==> config.mk <==
export PLATFORM = sky130hd
export DESIGN_NAME = uart_cmd_ctrl
export DESIGN_NICKNAME = d
export VERILOG_FILES = /design/src/rtl/uart_cmd_pkg.sv /design/src/rtl/uart_cmd_ctrl.sv
export SDC_FILE = /design/constraint.sdc
export NUM_CORES = 1
export LEC_CHECK = 0
export BUFFER_PORTS_ARGS = -buffer_cell sky130_fd_sc_hd__buf_2
export CELL_PAD_IN_SITES_DETAIL_PLACEMENT = 0
export CELL_PAD_IN_SITES_GLOBAL_PLACEMENT = 1
export CORE_ASPECT_RATIO = 0.8
export CORE_MARGIN = 10
export CORE_UTILIZATION = 34
export CTS_CLUSTER_SIZE = 30
export DETAILED_ROUTE_END_ITERATION = 10
export PLACE_DENSITY = 0.6
export SYNTH_ARGS = -nofsm -noshare
export SYNTH_HDL_FRONTEND = slang
export SYNTH_SLANG_ARGS = --single-unit
==> constraint.sdc <==
create_clock -name clk -period 5.3 [get_ports clk]
set_clock_uncertainty 0.1 [all_clocks]
set_input_delay 0.53 -clock clk [delete_from_list [all_inputs] [get_ports clk]]
set_output_delay 0.53 -clock clk [all_outputs]
set_load 0.05 [all_outputs]
==> src/rtl/uart_cmd_pkg.sv <==
`default_nettype none
// ============================================================================
// Module      : uart_cmd_pkg
// Description : Shared types and constants for the UART command parser.
// Revision    : 1.0 - initial release
// ============================================================================
package uart_cmd_pkg;

    typedef enum logic [2:0] {
        IDLE    = 3'd0,
        GET_CMD = 3'd1,
        GET_HI  = 3'd2,
        GET_LO  = 3'd3,
        GET_CHK = 3'd4
    } state_t;

    localparam logic [7:0] DEF_HDR_BYTE = 8'hAA;

    localparam logic [7:0] CMD_GO   = 8'h47;
    localparam logic [7:0] CMD_STOP = 8'h53;

endpackage
`default_nettype wire

==> src/rtl/uart_cmd_ctrl.sv <==
`default_nettype none
// ============================================================================
// Module      : uart_cmd_ctrl
// Description : Assembles 5-byte framed commands (hdr, cmd, hi, lo, chk) from
//               the UART receiver byte stream with inter-byte timeout.
// Revision    : 1.0 - initial release
// ============================================================================
module uart_cmd_ctrl
    import uart_cmd_pkg::*;
#(
    parameter logic [7:0] HDR_BYTE       = DEF_HDR_BYTE,
    parameter int         TIMEOUT_CYCLES = 1_000_000
) (
    input  logic        clk,
    input  logic        rst_n,
    input  logic [7:0]  rx_data,
    input  logic        rx_rdy,
    output logic        clr_rx_rdy,
    input  logic        clr_cmd_rdy,
    output logic        cmd_rdy,
    output logic [7:0]  cmd,
    output logic [15:0] data,
    output logic        cksum_err,
    output logic        timeout_err,
    output logic        ovr_err
);

    localparam int CNT_W = $clog2(TIMEOUT_CYCLES);
    // Terminal compare is one below the target so the counter lands on
    // TIMEOUT_CYCLES-1 on the same edge that aborts the packet.
    localparam logic [CNT_W-1:0] c_TMO_TERM = CNT_W'(TIMEOUT_CYCLES - 2);

    state_t             r_state;
    state_t             w_state_nxt;
    logic               r_clr_rx_rdy;
    logic [7:0]         r_cmd_sh;
    logic [7:0]         r_hi_sh;
    logic [7:0]         r_lo_sh;
    logic [CNT_W-1:0]   r_tmo_cnt;
    logic               r_cmd_rdy;
    logic [7:0]         r_cmd;
    logic [15:0]        r_data;
    logic               r_cksum_err;
    logic               r_timeout_err;
    logic               r_ovr_err;

    logic               w_accept;
    logic [7:0]         w_sum;
    logic               w_chk_byte;
    logic               w_good;
    logic               w_bad;
    logic               w_timeout;

    assign w_accept   = rx_rdy & ~r_clr_rx_rdy;
    assign w_sum      = r_cmd_sh + r_hi_sh + r_lo_sh + rx_data;
    assign w_chk_byte = w_accept && (r_state == GET_CHK);
    assign w_good     = w_chk_byte && (w_sum == 8'h00);
    assign w_bad      = w_chk_byte && (w_sum != 8'h00);
    assign w_timeout  = (r_state != IDLE) && !w_accept && (r_tmo_cnt == c_TMO_TERM);

    always_comb begin
        w_state_nxt = r_state;
        if (w_timeout) begin
            w_state_nxt = IDLE;
        end else if (w_accept) begin
            case (r_state)
                IDLE:    w_state_nxt = (rx_data == HDR_BYTE) ? GET_CMD : IDLE;
                GET_CMD: w_state_nxt = GET_HI;
                GET_HI:  w_state_nxt = GET_LO;
                GET_LO:  w_state_nxt = GET_CHK;
                GET_CHK: w_state_nxt = IDLE;
                default: w_state_nxt = IDLE;
            endcase
        end
    end

    always_ff @(posedge clk or negedge rst_n) begin
        if (!rst_n) begin
            r_state <= IDLE;
        end else begin
            r_state <= w_state_nxt;
        end
    end

    // Receiver handshake: hold the clear until the receiver drops rdy.
    always_ff @(posedge clk or negedge rst_n) begin
        if (!rst_n) begin
            r_clr_rx_rdy <= 1'b0;
        end else if (w_accept) begin
            r_clr_rx_rdy <= 1'b1;
        end else if (!rx_rdy) begin
            r_clr_rx_rdy <= 1'b0;
        end
    end

    always_ff @(posedge clk or negedge rst_n) begin
        if (!rst_n) begin
            r_cmd_sh <= 8'h00;
            r_hi_sh  <= 8'h00;
            r_lo_sh  <= 8'h00;
        end else if (w_accept) begin
            case (r_state)
                GET_CMD: r_cmd_sh <= rx_data;
                GET_HI:  r_hi_sh  <= rx_data;
                GET_LO:  r_lo_sh  <= rx_data;
                default: ;
            endcase
        end
    end

    always_ff @(posedge clk or negedge rst_n) begin
        if (!rst_n) begin
            r_tmo_cnt <= '0;
        end else if ((r_state == IDLE) || w_accept) begin
            r_tmo_cnt <= '0;
        end else begin
            r_tmo_cnt <= r_tmo_cnt + CNT_W'(1);
        end
    end

    // Set beats clear so a command landing with an ack is never lost.
    always_ff @(posedge clk or negedge rst_n) begin
        if (!rst_n) begin
            r_cmd_rdy     <= 1'b0;
            r_cmd         <= 8'h00;
            r_data        <= 16'h0000;
            r_cksum_err   <= 1'b0;
            r_timeout_err <= 1'b0;
            r_ovr_err     <= 1'b0;
        end else begin
            r_cksum_err   <= w_bad;
            r_timeout_err <= w_timeout;
            r_ovr_err     <= w_good & r_cmd_rdy;
            if (w_good) begin
                r_cmd_rdy <= 1'b1;
                r_cmd     <= r_cmd_sh;
                r_data    <= {r_hi_sh, r_lo_sh};
            end else if (clr_cmd_rdy) begin
                r_cmd_rdy <= 1'b0;
            end
        end
    end

    assign clr_rx_rdy  = r_clr_rx_rdy;
    assign cmd_rdy     = r_cmd_rdy;
    assign cmd         = r_cmd;
    assign data        = r_data;
    assign cksum_err   = r_cksum_err;
    assign timeout_err = r_timeout_err;
    assign ovr_err     = r_ovr_err;

endmodule
`default_nettype wire

==> summary by stage <==
Pwr
The worst IR drop on VDD is between 0.0002 and 0.00025 V. The total power divided by cell area is about 580 nW/um^2. The analysis attributes to cell leakage a power of 2.17 nW.

Critical path
STA classifies the critical path startpoint as a flip-flop. The required time reported for the critical path endpoint is 5.41 ns. The endpoint kind of the worst setup timing path is a flip-flop. The top fanout value on the critical path is 25. The setup path with the least slack is of type reg -> reg.

The arrival time of the worst setup path is approximately 4.2 ns.

Place
The half-perimeter wire length after placement is 5.20 mm. The final estimated routing congestion in global placement is 0.757. The number of port buffers is 40.

Routing
The average vias per placed instance is between 4 and 5. The vias after detailed routing is 2223. The length of the first detailed-routing pass in iterations is 4. In this run the remaining antenna-violating nets after routing total 0. The routed wire length is around 7.4 mm. The initial detailed-routing violation count is 96. In the routed design, unresolved DRC markers number 0. The average wire per cell in the routed design is 15.2 um.

Clock tree
For this design, the CTS-stage hold fixing added 0 buffers. The clock tree synthesis step divided the H-tree into 3 levels. CTS placed an instance of clkbuf_16 at the clock tree root.

The buffer count from post-CTS setup fixing is 0. The maximum buffer depth of the clock tree is 2. The quantity of gates resized following cts is 0. The clock-pin slew on the worst setup and hold paths is ~0.06 ns. The clock latency of the later-clocked register in the worst-skew pair is 0.33 ns.

TritonCTS built the clock tree. The number of buffers created by CTS is 9. The clock sink count is 76.

GRT
Entering global routing, the biggest net connects 77 pins. The global routing usage summed across all routing layers is 0.102. The number of antenna violations at the first check in global routing is 0.

The aggregate global routing overflow is 0. The number of global-route vias before repair was around 2300. The first-pass GRT wire length is 12.4 mm.

Synthesis
The area of the mapped netlist is roughly 3700 um^2. Counting flops with an async set or reset pin after synthesis yields a share of 1.00. The count of unique library cells instantiated by Yosys is 38.

The most frequent cell after synthesis is dfrtp_1. The number of flops mapped to enable cells by yosys is 0. A synthesized cell averages approximately 13 um^2.

The share of the synthesized area in compound gates (AO/OA/AOI/OAI) is 0.0388. The synthesized flop and latch total is between 70 and 80. Of the total synthesized cell area, the portion taken by XOR and XNOR cells is 0.0581. The post-synthesis net count is around 330. The synthesized instance count is between 200 and 300. Yosys printed 0 warnings.

The share of synthesized cell area in and, or, nand and nor gates is 0.113. The dominant combinational cell family by area after synthesis is multiplexers. The portion of synthesized cell area occupied by the leading cell type is 0.508. By area the synthesized netlist is led by dfrtp_1, mux2_2, mux2_4. The commonest cells after synthesis are dfrtp_1, nor2_1, mux2_2.

The share of synthesized area occupied by flip-flops and latches is 0.508. The biggest area contributor in the post-synthesis netlist is dfrtp_1. For this run, the leading register cell type out of synthesis is dfrtp_1.

Of the total synthesized cell area, the portion taken by full adders, half adders and majority gates is 0.105. The portion of synthesized area spent on multiplexers is 0.154.

STA
The count of final hold-check violations is 0. The final setup violation count is 0. In the finished design, the share of the clock period the worst path needs comes to 0.777. The sum of negative setup slack is 0 ns.

In this run the tightest slew margin relative to its limit is 0.347. The routed design could run at a clock period as short as between 4 and 5 ns. Based on the critical path, the design can be clocked at up to roughly 240 MHz. Setup repair after global routing left no endpoint under its margin. The max-slew violation count is 0. The actual slew at the worst max-slew pin is roughly 0.98 ns.

Min path
The path class of the tightest hold or removal check is in -> reg.

Floorplanning
The die footprint is between 15000 and 20000 um^2. The horizontal die dimension is about 140 um. Pin placement for this block handled a little over 40 I/O pins. In this run the core area contains 34 standard-cell rows.

The area of the core is about 11000 um^2. The initial core utilization is 0.347. The die is roughly 110 um tall.

Run
Across the run, the number of max-cap violations was 0.

Finish
For this run, the share of the core covered by cells in the final layout is 0.414. The share of layout cells above drive strength 1 is 0.314. From synthesis to final layout, the design area changed by 19.3%. At the end of the flow, the number of nets in the layout was between 300 and 400. The repair_antennas step left the layout with diodes totalling 0.

Outcome
The run finished with clean final reports.
==> where the power goes <==
| group | switching [mW] | internal, mW |
|---|---|---|
| Combinational | 0.571 | 0.482 |
| Clock | 0.227 | 0.521 |
| Sequential | 0.109 | 0.682 |
==> cell usage in the layout, fill, tap and decap left out, types with 2 or more instances in the layout <==
| cell type | n |
|---|---|
| and3_1 | 3 |
| mux2_4 | 19 |
| nand3b_1 | 2 |
| buf_2 | 39 |
| o21ai_0 | 9 |
| xor2_1 | 14 |
| mux2_2 | 26 |
| a21oi_1 | 9 |
| xnor2_1 | 9 |
| nor2_1 | 28 |
| nand2_1 | 13 |
| buf_4 | 2 |
| fa_1 | 14 |
| nor4bb_1 | 3 |
| bufinv_16 | 4 |
| nand2b_1 | 2 |
| clkbuf_1 | 2 |
| nand3_1 | 10 |
| ha_1 | 9 |
| nand4_1 | 4 |
| or3_1 | 4 |
| dfrtp_1 | 76 |
| inv_1 | 13 |
| clkbuf_16 | 9 |
==> final timing paths <==
kind / endpoint / cells past startpoint / slack, ns / start
worst max-delay path: data[10]$_DFFE_PN0P_ / 11 / 1.18 / r_cmd_sh[1]$_DFFE_PN0P_
worst min-delay path: clr_rx_rdy$_DFFE_PN0P_ / 1 / 0.22 / rx_rdy
worst max register to register: data[10]$_DFFE_PN0P_ / 11 / 1.18 / r_cmd_sh[1]$_DFFE_PN0P_
worst min register to register: data[1]$_DFFE_PN0P_ / 1 / 0.40 / data[1]$_DFFE_PN0P_
max in group asynchronous: r_cmd_sh[2]$_DFFE_PN0P_ / 1 / 4.22 / rst_n
min in group asynchronous: data[1]$_DFFE_PN0P_ / 1 / 0.23 / rst_n
==> registers in the layout, summed over array words and instances (netlist names) <==
name and count:
r_cmd_sh 8, r_tmo_cnt 20, data 16, clr_rx_rdy 1, ovr_err 1, cmd_rdy 1
cmd 8, cksum_err 1, r_lo_sh 8, timeout_err 1, r_state 3, r_hi_sh 8
==> final cells by class <==
type                            count  area [um^2]
Fill cell                        1064         6340
Clock buffer                       12          246
Inverter                           13         48.8
Multi-Input combinational cell    195         1760
Timing Repair Buffer               41          210
Sequential cell                    76         1900
Clock inverter                      4          120
Tap cell                          144          180
==> stage by stage <==
stage	hold WS (ns)	setup slack [ns]	std cells	total power [mW]	cell area, um^2
2_1_floorplan	0.134	1.59	290	1.63	3740
3_3_place_gp	0.386	1.01	469	1.85	4100
5_1_grt	0.209	0.937	485	2.81	4470
6_report	0.217	1.18	485	2.59	4470
4_1_cts	0.206	1.14	485	2.63	4470
3_5_place_dp	0.390	0.906	469	1.85	4100
==> routing by layer <==
metal | wire, um | part of all wire | global-route usage
met1 | 3820 | 0.52 | 0.145
met2 | 3090 | 0.42 | 0.140
met3 | 369 | 0.050 | 0.0404
met4 | 85 | 0.012 | 0.0252
met5 | 0 | 0 | 0
==> cells by family (layout without fill, tap and decap cells) <==
| logic type | count (synthesis) | after routing |
|---|---|---|
| simple gates | 78 | 78 |
| flops | 76 | 76 |
| mux | 45 | 45 |
| compound gates | 25 | 25 |
| xor+xnor | 24 | 24 |
| fa+ha+maj | 23 | 23 |
| buf+inv | 19 | 70 |
==> critical path, cell delays in order (launching register included) <==
cell,delay [ns]
dfrtp_1,0.41
fa_1,0.50
fa_1,0.52
ha_1,0.18
inv_1,0.06
fa_1,0.39
nand2b_1,0.16
a21oi_1,0.20
a31oi_1,0.17
xnor2_2,0.25
nand4_4,0.55
mux2_4,0.51
Power figures use the tool's default switching activity.
